## src/rtl/fb_port_arbiter.sv

```systemverilog
// fb_port_arbiter
// Shares one single-port frame-buffer RAM between the VGA read path and the
// camera write stream. Reads own the port whenever the prefetch coordinate
// (two pixels ahead of the beam) falls inside the display window. Camera
// writes wait in a small FIFO and drain in every cycle the reader leaves free.

module fb_port_arbiter #(
    parameter int WIN_X0     = 20,
    parameter int WIN_X1     = 620,
    parameter int WIN_Y0     = 40,
    parameter int WIN_Y1     = 440,
    parameter int H_TOTAL    = 800,
    parameter int V_TOTAL    = 525,
    parameter int FIFO_DEPTH = 16,
    parameter int ADDR_W     = 18,
    parameter int PIX_W      = 4
) (
    input  logic              pixel_clk,
    input  logic              rst_n,
    input  logic [9:0]        hcnt,
    input  logic [9:0]        vcnt,
    output logic [PIX_W-1:0]  pix_out,
    input  logic              wr_valid,
    output logic              wr_ready,
    input  logic [ADDR_W-1:0] wr_addr,
    input  logic [PIX_W-1:0]  wr_data,
    output logic [ADDR_W-1:0] mem_addr,
    output logic              mem_we,
    output logic [PIX_W-1:0]  mem_wdata,
    input  logic [PIX_W-1:0]  mem_rdata,
    output logic              ovf,
    input  logic              clr_ovf
);

    localparam int PTR_W = $clog2(FIFO_DEPTH);
    localparam int CNT_W = PTR_W + 1;

    localparam logic [10:0]        X0_C         = 11'(WIN_X0);
    localparam logic [10:0]        X1_C         = 11'(WIN_X1);
    localparam logic [10:0]        Y0_C         = 11'(WIN_Y0);
    localparam logic [10:0]        Y1_C         = 11'(WIN_Y1);
    localparam logic [10:0]        H_TOT_C      = 11'(H_TOTAL);
    localparam logic [10:0]        V_TOT_C      = 11'(V_TOTAL);
    localparam logic [CNT_W-1:0]   FULL_C       = CNT_W'(FIFO_DEPTH);
    localparam logic [CNT_W-1:0]   CNT_ZERO_C   = CNT_W'(0);
    localparam logic [CNT_W-1:0]   CNT_ONE_C    = CNT_W'(1);
    localparam logic [PTR_W-1:0]   PTR_ONE_C    = PTR_W'(1);
    localparam logic [ADDR_W-1:0]  ADDR_LIMIT_C = ADDR_W'((WIN_X1 - WIN_X0) * (WIN_Y1 - WIN_Y0));

    typedef enum logic [1:0] {
        ARB_IDLE = 2'd0,
        ARB_RD   = 2'd1,
        ARB_WR   = 2'd2
    } arb_e;

    // Prefetch coordinate and window decode
    logic [10:0]       lx_raw_s;
    logic              hwrap_s;
    logic [10:0]       lx_s;
    logic [10:0]       ly_raw_s;
    logic [10:0]       ly_s;
    logic              rd_win_s;
    logic [10:0]       row_s;
    logic [10:0]       col_s;
    logic [ADDR_W-1:0] row_ext_s;
    logic [ADDR_W-1:0] col_ext_s;
    logic [ADDR_W-1:0] rd_addr_s;

    // FIFO state
    logic [ADDR_W-1:0] fifo_addr_q [FIFO_DEPTH];
    logic [PIX_W-1:0]  fifo_data_q [FIFO_DEPTH];
    logic [PTR_W-1:0]  wp_q;
    logic [PTR_W-1:0]  rp_q;
    logic [CNT_W-1:0]  count_q;
    logic [CNT_W-1:0]  count_d;
    logic              wr_ready_q;
    logic              fifo_empty_s;
    logic              addr_bad_s;
    logic              push_s;
    logic              pop_s;

    // Port and status registers
    arb_e              arb_s;
    logic [ADDR_W-1:0] mem_addr_q;
    logic              mem_we_q;
    logic [PIX_W-1:0]  mem_wdata_q;
    logic              ovf_q;
    logic              ovf_d;
    logic              rd_v1_q;
    logic              rd_v2_q;

    // Look two pixels ahead; wrap into the next line and the next frame.
    assign lx_raw_s = {1'b0, hcnt} + 11'd2;
    assign hwrap_s  = (lx_raw_s >= H_TOT_C);
    assign lx_s     = hwrap_s ? (lx_raw_s - H_TOT_C) : lx_raw_s;
    assign ly_raw_s = {1'b0, vcnt} + {10'd0, hwrap_s};
    assign ly_s     = (ly_raw_s >= V_TOT_C) ? 11'd0 : ly_raw_s;

    assign rd_win_s = (lx_s >= X0_C) && (lx_s < X1_C) && (ly_s >= Y0_C) && (ly_s < Y1_C);

    // Row-major linear address; row * 600 built from shifts (512+64+16+8).
    assign row_s     = ly_s - Y0_C;
    assign col_s     = lx_s - X0_C;
    assign row_ext_s = ADDR_W'(row_s);
    assign col_ext_s = ADDR_W'(col_s);
    assign rd_addr_s = (row_ext_s << 4'd9) + (row_ext_s << 4'd6) + (row_ext_s << 4'd4)
                     + (row_ext_s << 4'd3) + col_ext_s;

    // Out-of-range writes complete the handshake but never enter the FIFO.
    assign fifo_empty_s = (count_q == CNT_ZERO_C);
    assign addr_bad_s   = (wr_addr >= ADDR_LIMIT_C);
    assign push_s       = wr_valid & wr_ready_q & ~addr_bad_s;
    assign pop_s        = (arb_s == ARB_WR);

    // Per-cycle port owner: reads always win, writes use any leftover cycle.
    always_comb begin
        arb_s = ARB_IDLE;
        if (rd_win_s) begin
            arb_s = ARB_RD;
        end else if (!fifo_empty_s) begin
            arb_s = ARB_WR;
        end else begin
            arb_s = ARB_IDLE;
        end
    end

    // FIFO occupancy after this cycle's push/pop.
    always_comb begin
        count_d = count_q;
        case ({push_s, pop_s})
            2'b10:   count_d = count_q + CNT_ONE_C;
            2'b01:   count_d = count_q - CNT_ONE_C;
            default: count_d = count_q;
        endcase
    end

    // Sticky error flag: a set event in the same cycle beats the clear.
    always_comb begin
        ovf_d = ovf_q;
        if (wr_valid && (!wr_ready_q || addr_bad_s)) begin
            ovf_d = 1'b1;
        end else if (clr_ovf) begin
            ovf_d = 1'b0;
        end else begin
            ovf_d = ovf_q;
        end
    end

    // FIFO storage array; contents need no reset, pointers guard validity.
    always_ff @(posedge pixel_clk) begin
        if (push_s) begin
            fifo_addr_q[wp_q] <= wr_addr;
            fifo_data_q[wp_q] <= wr_data;
        end
    end

    // Arbiter state: FIFO pointers, RAM port registers, read-valid pipeline.
    always_ff @(posedge pixel_clk or negedge rst_n) begin
        if (!rst_n) begin
            wp_q        <= {PTR_W{1'b0}};
            rp_q        <= {PTR_W{1'b0}};
            count_q     <= CNT_ZERO_C;
            wr_ready_q  <= 1'b1;
            ovf_q       <= 1'b0;
            mem_addr_q  <= {ADDR_W{1'b0}};
            mem_we_q    <= 1'b0;
            mem_wdata_q <= {PIX_W{1'b0}};
            rd_v1_q     <= 1'b0;
            rd_v2_q     <= 1'b0;
        end else begin
            count_q    <= count_d;
            wr_ready_q <= (count_d != FULL_C);
            ovf_q      <= ovf_d;
            rd_v1_q    <= rd_win_s;
            rd_v2_q    <= rd_v1_q;
            if (push_s) begin
                wp_q <= wp_q + PTR_ONE_C;
            end
            if (pop_s) begin
                rp_q <= rp_q + PTR_ONE_C;
            end
            case (arb_s)
                ARB_RD: begin
                    mem_addr_q <= rd_addr_s;
                    mem_we_q   <= 1'b0;
                end
                ARB_WR: begin
                    mem_addr_q  <= fifo_addr_q[rp_q];
                    mem_wdata_q <= fifo_data_q[rp_q];
                    mem_we_q    <= 1'b1;
                end
                default: begin
                    mem_we_q <= 1'b0;
                end
            endcase
        end
    end

    assign wr_ready  = wr_ready_q;
    assign ovf       = ovf_q;
    assign mem_addr  = mem_addr_q;
    assign mem_we    = mem_we_q;
    assign mem_wdata = mem_wdata_q;
    // RAM data lines up with the beam two cycles after the prefetch decision.
    assign pix_out   = rd_v2_q ? mem_rdata : {PIX_W{1'b0}};

endmodule
```

## config.mk

```make
export PLATFORM = sky130hd
export DESIGN_NAME = fb_port_arbiter
export DESIGN_NICKNAME = d
export VERILOG_FILES = /design/src/rtl/fb_port_arbiter.sv
export SDC_FILE = /design/constraint.sdc
export NUM_CORES = 1
export LEC_CHECK = 0
export CORE_ASPECT_RATIO = 1.2
export CORE_UTILIZATION = 45
export DETAILED_ROUTE_END_ITERATION = 7
export PLACE_DENSITY_LB_ADDON = 0.25
export RECOVER_POWER = 25
export SLEW_MARGIN = 20
export SYNTH_ARGS = -nofsm -noshare
export SYNTH_HDL_FRONTEND = slang
export SYNTH_SLANG_ARGS = --single-unit
```

## constraint.sdc

```tcl
create_clock -name pixel_clk -period 3 [get_ports pixel_clk]
set_input_delay 0.6 -clock pixel_clk [delete_from_list [all_inputs] [get_ports pixel_clk]]
set_output_delay 0.6 -clock pixel_clk [all_outputs]
set_load 0.03 [all_outputs]
```

# After elaboration in Yosys (flattened, before gate mapping)
# Memories as Yosys holds them, arrays and structs flattened. A register that Yosys moved wholly into a read port is not among the register bits.
# Index checks and enable logic that the tools add are counted.
# totals
regBits	36
mem_bits_rw	352
input_bits	50
output_inout_bits	29
elab_cells	61
mem_count	2
# op_classes
n_addsub	13
magnitude_cmp	7
n_eq_ne	5
muxes	12
bitwise	3
n_reduce_logical	10
# mem_list
memory	depth	width	rd	rd_ports_with_merged_regs	wr	line_no	rtl
fifo_addr_q	16	18	1	0	1	70	logic [ADDR_W-1:0] fifo_addr_q [FIFO_DEPTH];
fifo_data_q	16	4	1	1	1	71	logic [PIX_W-1:0] fifo_data_q [FIFO_DEPTH];
# ops
cell	n
case mux 18 bit (2 select lines)	1
greater-or-equal comparator 11 x 10 -> 1 bit (second input constant)	2
2-to-1 mux 11 bit	2
adder 18 x 11 -> 18 bit	1
adder 18 x 14 -> 18 bit	1
adder 18 x 15 -> 18 bit	1
adder 18 x 17 -> 18 bit	1
greater-or-equal comparator 18 bit (second input constant)	1
adder 10 x 1 -> 11 bit	1
adder 10 x 2 -> 11 bit (second input constant)	1
greater-or-equal comparator 11 x 5 -> 1 bit (second input constant)	1
greater-or-equal comparator 11 x 6 -> 1 bit (second input constant)	1
< comparator 11 x 10 -> 1 bit (second input constant)	1
< comparator 11 x 9 -> 1 bit (second input constant)	1
subtractor 11 x 10 -> 11 bit (second input constant)	1
subtractor 11 x 5 -> 11 bit (second input constant)	1
subtractor 11 x 6 -> 11 bit (second input constant)	1
case mux 5 bit (2 select lines)	1
adder 4 x 1 -> 4 bit (second input constant)	2
adder 5 x 1 -> 5 bit (second input constant)	1
logical NOT 5 bit	1
2-to-1 mux 1 bit	5
inequality test 5 bit (second input constant)	1
subtractor 5 x 1 -> 5 bit (second input constant)	1
10 further kinds	19

# Longest topological paths before layout
# Gate-level depths: netlist (run 1).
# logic_depth
word_depth	13
depth_mapped	36
ltp_nobuf	33

# Worst setup path after synthesis (run 1)
# No wires, ideal clock.
# synth_timing
path_type	input to register
start	in hcnt[1]
end	reg mem_addr_q[17] (netlist: mem_addr[17])
setup_time_ns	0.079
t_arrival_ns	7.878
slack_ns	-4.958
cell_stages	31
n_path_buf	2
path_cell_list	ha_1 -> buf_2 -> nand3_1 -> xnor2_1 -> inv_1 -> ha_1 -> nand3_1 -> o32a_4 -> ha_1 -> and3_1 -> clkbuf_1 -> a311o_1 -> a221oi_1 -> a21o_1 -> o21a_1 -> inv_1 -> ha_1 -> nor2_1 -> nor2_1 -> o21ai_0 -> fa_1 -> fa_1 -> inv_1 -> ha_1 -> ha_1 -> a21o_1 -> or4_1 -> nand3_1 -> and4b_1 -> xnor3_1 -> mux2i_1
# synth_between
elab_chain_len	11
# synth_lines
item	line_no	rtl
from (decl)	20	input logic [9:0] hcnt,
adder 10 x 2 -> 11 bit *	93	assign lx_raw_s = {1'b0, hcnt} + 11'd2;
greater-or-equal comparator 11 x 10 -> 1 bit	94	assign hwrap_s = (lx_raw_s >= H_TOT_C);
adder 10 x 1 -> 11 bit	96	assign ly_raw_s = {1'b0, vcnt} + {10'd0, hwrap_s};
greater-or-equal comparator 11 x 10 -> 1 bit	97	assign ly_s = (ly_raw_s >= V_TOT_C) ? 11'd0 : ly_raw_s;
2-to-1 mux 11 bit	97	
subtractor 11 x 6 -> 11 bit or greater-or-equal comparator 11 x 6 -> 1 bit (tied branches)	102, 99	
adder 18 x 17 -> 18 bit or logical AND 1 bit (tied branches)	106, 99	
adder 18 x 15 -> 18 bit or logical AND 1 bit (tied branches)	106, 99	
adder 18 x 14 -> 18 bit or 2-to-1 mux 2 bit (tied branches)	107, 118	
adder 18 x 11 -> 18 bit, or another cell as far along	107	+ (row_ext_s << 4'd3) + col_ext_s;
case mux 18 bit (2 select lines) or nonzero test 2 bit (tied branches)	n/a	
to (signal assigned)	165	mem_addr_q <= {ADDR_W{1'b0}};
to (signal assigned)	184	mem_addr_q <= rd_addr_s;
to (signal assigned)	188	mem_addr_q <= fifo_addr_q[rp_q];
to (decl)	84	logic [ADDR_W-1:0] mem_addr_q;
# Every way passes the cells marked *; elsewhere a longest branch is shown, timed or not.
# A chain may end at the register's enable or synchronous reset.

# Final worst setup path (run 1)
# layout_timing
start	in hcnt[2]
end	reg mem_addr_q[17] (netlist: mem_addr[17])
# Same word-level chain as after synthesis.

==> results of run 1 <==
==> worst max-delay path: cells and delay by family <==
family,cells,cell delay (ps)
buffers and inverters,8,760
AO/OA/AOI/OAI,7,1030
multiplexers,1,140
adder cells (fa/ha/maj),8,2230
AND/OR/NAND/NOR,8,1410
XOR/XNOR,3,550
==> cells by family after synthesis <==
family,count (synthesis)
XOR/XNOR,59
adder cells (fa/ha/maj),68
AO/OA/AOI/OAI,158
multiplexers,153
flip-flops,392
AND/OR/NAND/NOR,186
buffers and inverters,106
==> state kept, by name (all words and copies together), names as in the netlist <==
name and flops:
wr_ready 1, fifo_addr_q 288, fifo_data_q 64, rd_v1_q 1, wp_q 4, mem_wdata 4, ovf 1, rd_v2_q 1
mem_addr 18, count_q 5, rp_q 4, mem_we 1
==> through the flow <==
step | setup TNS, ps | area (um^2) | hold slack, ps | power (uW) | instances
final | -80190 | 23600 | 366 | 21000 | 1982
after CTS | -73490 | 23400 | 105 | 21000 | 1975
after global placement | -279350 | 21500 | 343 | 15300 | 1889
after detailed placement | -292750 | 21500 | 356 | 15400 | 1889
after global routing | -89860 | 23600 | 379 | 22100 | 1982
after floorplan | -93320 | 18400 | 304 | 12200 | 1122
==> layer usage <==
metal  track usage [%]  vias to the layer above  routed length [um]  part of all wire (%)
li1                  -                     4979                   -                     -
met1              27.0                     5627               17400                    39
met4              8.85                        0                1560                   3.4
met2              40.5                      263               24200                    54
met5                 0                        -                   0                     0
met3              3.35                       80                1980                   4.4
==> power breakdown <==
group | total, uW | switching, uW | internal [uW] | leakage [uW]
sequential | 7250 | 523 | 6720 | 0.00364
combinational | 8970 | 4440 | 4530 | 0.00430
clock | 4830 | 1940 | 2890 | 0.000624
total | 21000 | 6900 | 14100 | 0.00857
==> cells in the mapped netlist, drive strengths merged, types with 6 or more instances <==
cell / count / area (um^2)
mux2: 20 / 225
nand2: 39 / 146
a22oi: 9 / 67.6
edfxtp: 352 / 10600
nor2: 50 / 188
inv: 50 / 188
nand3: 19 / 100
and3: 8 / 55.1
xor2: 24 / 210
buf: 31 / 154
nand4: 9 / 71.3
and2: 12 / 75.1
a21o: 16 / 120
a221oi: 10 / 87.6
a21oi: 36 / 180
o21ai: 36 / 180
or3: 6 / 42.5
fa: 14 / 280
dfrtp: 39 / 976
mux2i: 49 / 490
nor3: 8 / 40.0
clkbuf: 25 / 93.8
xnor2: 34 / 298
a31oi: 7 / 43.8
ha: 53 / 663
mux4: 84 / 1890
==> timing repair <==
item,in CTS,in global routing
setup buffers,24,10
gates cloned,0,0
endpoints found under the setup margin,34,382
gates resized for setup,133,50
pin swaps,65,44
==> layout by cell type (no fill, tap or decap), types with 25 or more instances in the layout <==
cell / count
ha_1: 29
dfrtp_1: 37
nand2_1: 37
a21oi_1: 25
mux4_2: 84
buf_12: 27
clkdlybuf4s50_1: 60
clkbuf_16: 39
o21ai_0: 26
nor2_1: 32
inv_1: 37
edfxtp_1: 352
xnor2_1: 28
buf_4: 176
mux2i_1: 49
==> area by class of cell <==
class | count | area, um^2
clock buffers | 49 | 1040
clock inverters | 19 | 225
fillers | 2976 | 16100
inverters | 50 | 198
multi-input cells | 624 | 6970
flip-flops and latches | 392 | 11600
well taps | 533 | 667
repair buffers | 315 | 2910
==> path summary, 6_finish.rpt <==
path	end	slack, ps	startpoint	cells past startpoint
worst min-delay path	rd_v2_q$_DFF_PN0_	370	rd_v1_q$_DFF_PN0_	0
worst max-delay path	mem_addr[17]$_DFFE_PN0P_	-3300	hcnt[2]	35
max in group asynchronous	mem_wdata[3]$_DFFE_PN0P_	1200	rst_n	2
worst min register to register	rd_v2_q$_DFF_PN0_	370	rd_v1_q$_DFF_PN0_	0
min in group asynchronous	mem_addr[7]$_DFFE_PN0P_	440	rst_n	1
worst max register to register	wr_ready$_DFF_PN1_	90	count_q[1]$_DFF_PN0_	14
==> results.toml, run 1 <==
[status]
status = "finished, violations left"
violations = "max-capacitance violations, max-slew violations, negative setup slack"

[yosys]
syn_nets = 1239
synthMuxAreaShare_pct = 14.4
synthXorXnorAreaFrac_pct = 2.92
yosys_warnings = 0
ys_async_sr_fraction_pct = 10.2
synth_edf_count = 352
seq_area_frac_synth_pct = 63.7
synth_area_um2 = 18200
synthDistinctLibCells = 75
synth_cells = 1122
yosys.area_share.simple_pct = 5.43
synth_top_family_by_area = "multiplexers"
synth-compound-area-share_pct = 5.94
synthAdderAreaFrac_pct = 5.25
dominantRegCellSynth = "edfxtp_1"
ys_ff_latch = 392
syn_avg_cell_area_um2 = 16.2

[timing]
setup_viol = 34
layout_min_cycle_time_ps = 6300
final.setup.worst_slack_ps = -3300
slew_headroom_pct = -1.39
tightestPinTransition_ps = 1520
rsz0062_at_grt = "true"
skew_ps = 14.4
final_max_slew_viol_count = 26
fmax_mhz = 159
min_period_over_period_pct = 210
hold_viol = 0

[placement]
routabilityCongestion = 0.871
dp_hpwl_mm = 29.9
place_ws_ps = -4560
numPortBuffers = 78

[cts]
clock_path_buffers = 3
cts_hold_buf = 0
h-tree-depth = 2
tritoncts = "built"
clock-sinks = 392
root_buffer = "clkbuf_16"
clk_latency_ps = 530
numCtsBuffers = 37
clk_pin_slew_ps = 60

[critical_path]
cp.arrival_ps = 6730
cp_slowest_cell = "or4_4"
cp.required_ps = 3430
cp_slowest_stage_delay_ps = 540
crit_top_cell = "ha_4"
crit_path_end_kind = "flip-flop"
start_kind = "input pin"
crit_path_max_fanout = 7
worstSetupPathType = "in -> reg"

[die]
die_h_um = 222
io_pins = 79
dieArea_um2 = 41200
die_x_um = 185
rows = 80
start_util_pct = 45.7
coreArea_um2 = 39700

[pwr]
pwr_density_cell_nw_per_um2 = 892
irDropWorstVdd_uv = 428
power.leakage_uw = 0.00857

[global_routing]
antenna_found_initial = 0
grt_use_total_pct = 22.6
grt_pass1_wl_mm = 68.4
first_global_vias = 11800
grt_remaining_overflow = 0
grt_max_degree = 33

[route]
drt_wl_total_mm = 45.1
viasPerCell = 5.52
drtAntennaViolNets = 0
drtIter0Drc = 687
num_vias = 10900
wl_per_cell_um = 22.8
first_pass_iters = 5
drc_errors = 0

[finish]
drive_gt1_share_pct = 36.4
synthToLayoutAreaGrowth_pct = 29.9
diodes = 0
nNetsFinal = 1537
utilization_pct = 59.4

[run]
maxCapViolCount = 1

[hold_path]
hp-class = "reg -> reg"
(Power assumes the default switching activity.)
==> inputs of run 2 (changes only) <==
- clock period: 3 -> 5.6 ns (I/O delays scaled with it)
==> run 2 against run 1 <==
  * The run still ends with max-capacitance violations, max-slew violations, negative setup slack left
  * Power down 49%
  * Wire length is 3.7% lower
  * Flip-flop and latch count did not move
  * Design area down 2.3%
  * Largest power group unchanged
  * Highest routed layer is now met5
==> results.toml, run 2 (same netlist as run 1, synthesis figures left out) <==
[status]
status = "finished, violations left"
violations = "max-capacitance violations, max-slew violations, negative setup slack"

[critical_path]
worstSetupPathType = "in -> reg"
start_kind = "input pin"
cp.required_ps = 6040
cp.arrival_ps = 7190
crit_path_max_fanout = 5
crit_path_end_kind = "flip-flop"
cp_slowest_stage_delay_ps = 510
crit_top_cell = "ha_4"
cp_slowest_cell = "fa_1"

[cts]
root_buffer = "clkbuf_16"
tritoncts = "built"
h-tree-depth = 2
clock-sinks = 392
cts_hold_buf = 0
clock_path_buffers = 3
clk_pin_slew_ps = 60
numCtsBuffers = 35
clk_latency_ps = 530

[finish]
layout_commonest_cell = "edfxtp_1"
fillers = 3032
layout_common_cells = "352 x edfxtp_1, 207 x buf_4, 84 x mux4_2, 57 x clkdlybuf4s50_1, 49 x mux2i_1"
largest_reg_flops = 288
drive_gt1_share_pct = 36.3
synthToLayoutAreaGrowth_pct = 27.0
top_register = "fifo_addr_q"
nNetsFinal = 1523
final_area_um2 = 23100
diodes = 0

[placement]
numPortBuffers = 78
place_ws_ps = -2490
dpl_cell_area_um2 = 21000
routabilityCongestion = 0.863
dp_hpwl_mm = 27.4

[pwr]
pwr_density_cell_nw_per_um2 = 464
irDropWorstVdd_uv = 279
p_int_uw = 7150
total_power_uw = 10700
seq_power_share_pct = 36.5
power.leakage_uw = 0.00837
netSwitchingFraction_pct = 33.2
pwr-share-comb_pct = 41.6
p_clk_share_pct = 21.9
power_switching_uw = 3560

[timing]
final.setup.worst_slack_ps = -1150
final_max_slew_viol_count = 41
setup_viol = 16
tightestPinTransition_ps = 2670
fmax_mhz = 148
layout_min_cycle_time_ps = 6750
rsz0062_at_grt = "true"
hold_viol = 0
slew_headroom_pct = -78.2
skew_ps = 11.2
min_period_over_period_pct = 121

[global_routing]
grt_use_total_pct = 21.5
grt_remaining_overflow = 0
antenna_found_initial = 2
first_global_vias = 11300
grt_max_degree = 50
grt_pass1_wl_mm = 65.6

[route]
num_vias = 10800
drc_errors = 0
viasPerCell = 5.49
drtAntennaViolNets = 0
first_pass_iters = 5
wl_per_cell_um = 22.1
drtIter0Drc = 635
drt_wl_total_mm = 43.5

[hold_path]
hp-class = "reg -> reg"

[die]
die_h_um = 222
rows = 80
start_util_pct = 45.7
io_pins = 79
coreArea_um2 = 39700
dieArea_um2 = 41200
die_x_um = 185

[run]
maxCapViolCount = 1
-- run 2: cell type report --
type,instances,area (um^2),area share (%)
sequential,392,11600,50.2
multi-input combinational,624,6960,30.2
timing repair buffer,303,2550,11.1
clock buffer,53,1040,4.49
tap,533,667,2.89
inverter,50,193,0.836
clock inverter,9,73.8,0.320
-- run 2: worst max-delay path, delay by kind of cell --
family	cells	cell delay [ps]
fa+ha+maj	7	1950
compound gates	6	1180
simple gates	10	2130
xor+xnor	2	310
mux	1	130
buf+inv	3	370
-- run 2: repair_timing --
item | CTS | global route
pin swaps | 55 | 52
setup buffers | 39 | 16
endpoints found under the setup margin | 33 | 31
resized for setup | 97 | 58
-- run 2: worst paths after layout --
path,slack (ps),cells past startpoint,endpoint,from
setup / recovery,-1150,29,mem_addr[17]$_DFFE_PN0P_,hcnt[6]
hold / removal,350,0,rd_v2_q$_DFF_PN0_,rd_v1_q$_DFF_PN0_
setup reg to reg,2300,15,wr_ready$_DFF_PN1_,count_q[1]$_DFF_PN0_
hold reg to reg,350,0,rd_v2_q$_DFF_PN0_,rd_v1_q$_DFF_PN0_
max in group asynchronous,2180,2,rp_q[0]$_DFFE_PN0P_,rst_n
min in group asynchronous,1540,2,wp_q[2]$_DFFE_PN0P_,rst_n
-- run 2: power by group through the flow --
stage | registers (uW) | clock network [uW] | logic, uW
after global routing | 3960 | 2480 | 4830
after detailed placement | 3970 | 0 | 4000
after floorplan | 3940 | 0 | 2560
after global placement | 3950 | 0 | 3950
final | 3910 | 2340 | 4460
after CTS | 3910 | 2390 | 4300
-- run 2: per-stage QoR --
stage          cells  setup TNS [ps]  hold WS [ps]  util (%)
3_5_place_dp    1857          -46100           336      52.7
4_1_cts         1951           -9540           350      57.1
2_1_floorplan   1122          -23030           331         -
5_1_grt         1964          -14480           354      58.0
6_report        1964          -10520           349      58.0
3_3_place_gp    1857          -44300           335      52.7
-- run 2: per-layer routing --
layer  part of all wire (%)  global-route usage (%)
met1                     39                    26.2
met2                     54                    39.3
met3                    4.0                    2.69
met4                    2.7                    6.64
met5                  0.018                       0
==> inputs of run 3 (changes only) <==
- clock period: 5.6 -> 5.43 ns (I/O delays scaled with it)
==> run 3 against run 2 <==
  * The run still ends with max-capacitance violations, max-slew violations, negative setup slack left
  * Wire length down 1.5%
  * Global-route usage is 0.15 points lower
  * Count of clock-buffer cells in the layout decreased by 6
  * Core utilization shrank 0.50 points
  * Sequential share of layout area increased by 0.43 points
  * Worst setup slack worse by 200 ps
  * Cell count decreased by 1.5%
  * Critical path depth increased by 3
  * Hold slack got worse by 2.8 ps
  * Non-clock buffer count is 34 lower
  * Power up 4.8%
  * Via count is 1.4% lower
  * Largest cell class unchanged
==> results.toml, run 3 (same netlist as run 1, synthesis figures left out) <==
[critical_path]
cp_slowest_cell = "fa_1"
worstSetupPathType = "in -> reg"
crit_top_cell = "ha_4"
start_kind = "input pin"
cp.required_ps = 5890
cp.arrival_ps = 7230
crit_path_end_kind = "flip-flop"
cp_slowest_stage_delay_ps = 510
crit_path_max_fanout = 5

[global_routing]
grt_remaining_overflow = 0
grt_use_total_pct = 21.4
antenna_found_initial = 1
first_global_vias = 11300
grt_max_degree = 55
grt_pass1_wl_mm = 65.2

[timing]
final_max_slew_viol_count = 30
fmax_mhz = 148
skew_ps = 22.5
layout_min_cycle_time_ps = 6780
slew_headroom_pct = -33.4
min_period_over_period_pct = 125
worst_hold_slack_ps = 346
tightestPinTransition_ps = 2000
hold_viol = 0
rsz0062_at_grt = "true"
setup_viol = 17
final.setup.worst_slack_ps = -1350

[pwr]
total_power_uw = 11200
power.leakage_uw = 0.00822
irDropWorstVdd_uv = 301
pwr_density_cell_nw_per_um2 = 491

[die]
die_h_um = 222
io_pins = 79
die_x_um = 185
coreArea_um2 = 39700
dieArea_um2 = 41200
start_util_pct = 45.7
rows = 80

[finish]
fin_cells = 1934
utilization_pct = 57.5
nNetsFinal = 1490
drive_gt1_share_pct = 34.1
regArea_um2 = 11600
layout_common_cells = "352 x edfxtp_1, 167 x buf_4, 84 x mux4_2, 58 x clkdlybuf4s50_1, 49 x mux2i_1"
layout_commonest_cell = "edfxtp_1"
fillers = 3088
top_register = "fifo_addr_q"
multi_input_area_um2 = 6880
largest_reg_flops = 288
synthToLayoutAreaGrowth_pct = 25.9

[cts]
root_buffer = "clkbuf_16"
tritoncts = "built"
h-tree-depth = 2
clk_latency_ps = 530
clock-sinks = 392
clock_path_buffers = 3
clk_pin_slew_ps = 60
numCtsBuffers = 36

[placement]
numPortBuffers = 78
numPlacedInstances = 1849
place_ws_ps = -2620
dp_hpwl_mm = 27.6
routabilityCongestion = 0.849

[route]
drtAntennaViolNets = 0
drt_wl_total_mm = 42.8
first_pass_iters = 5
drtIter0Drc = 784
viasPerCell = 5.50
wl_per_cell_um = 22.1
drc_errors = 0
num_vias = 10600

[hold_path]
hp-class = "reg -> reg"

[status]
violations = "max-capacitance violations, max-slew violations, negative setup slack"
status = "finished, violations left"

[run]
maxCapViolCount = 1
run 3: stage by stage:
stage | area [um^2] | TNS (ps)
after floorplan | 18300 | -27230
after global placement | 21000 | -50000
after detailed placement | 21000 | -50650
after CTS | 22700 | -11990
after global routing | 22900 | -19240
final | 22900 | -12400
run 3: worst max-delay path: cells and delay by family:
family,cells,cell delay (ps)
buffers and inverters,4,270
XOR/XNOR,3,480
AND/OR/NAND/NOR,7,1280
AO/OA/AOI/OAI,9,1850
adder cells (fa/ha/maj),8,2120
multiplexers,1,120
run 3: final cells by class:
type	count	share of cell area, %
sequential	392	50.6
antenna	1	0.0109
inverter	50	0.854
tap	533	2.92
clock inverter	18	0.898
timing repair buffer	269	10.4
clock buffer	47	4.21
multi-input combinational	624	30.1
run 3: repair_timing:
action / CTS / global route
hold endpoints to repair: 0 / 0
gates cloned: 0 / 0
hold buffers: 0 / 0
gates resized for setup: 105 / 44
buffers inserted: 15 / 7
setup endpoints to repair: 34 / 33
pin swaps: 65 / 24
run 3: path summary, 6_finish.rpt:
kind	start	end	slack, ps	depth (start not counted)
min reg2reg	rd_v1_q$_DFF_PN0_	rd_v2_q$_DFF_PN0_	350	0
min in group asynchronous	rst_n	mem_we$_DFF_PN0_	600	1
max in group asynchronous	rst_n	rp_q[0]$_DFFE_PN0P_	2230	2
min	rd_v1_q$_DFF_PN0_	rd_v2_q$_DFF_PN0_	350	0
max	hcnt[2]	mem_addr[17]$_DFFE_PN0P_	-1350	32
max reg2reg	count_q[1]$_DFF_PN0_	count_q[4]$_DFF_PN0_	2210	15
run 3: where the power goes:
part / internal (uW) / switching, uW
Combinational: 2330 / 2340
Clock: 1450 / 1060
Sequential: 3710 / 317
run 3: per-layer routing:
layer	part of all wire [%]	track usage, %	up-vias
met5	0.026	0	-
met4	2.6	6.45	2
met3	5.2	3.01	80
met2	53	38.6	277
met1	39	26.3	5382
li1	-	-	4887
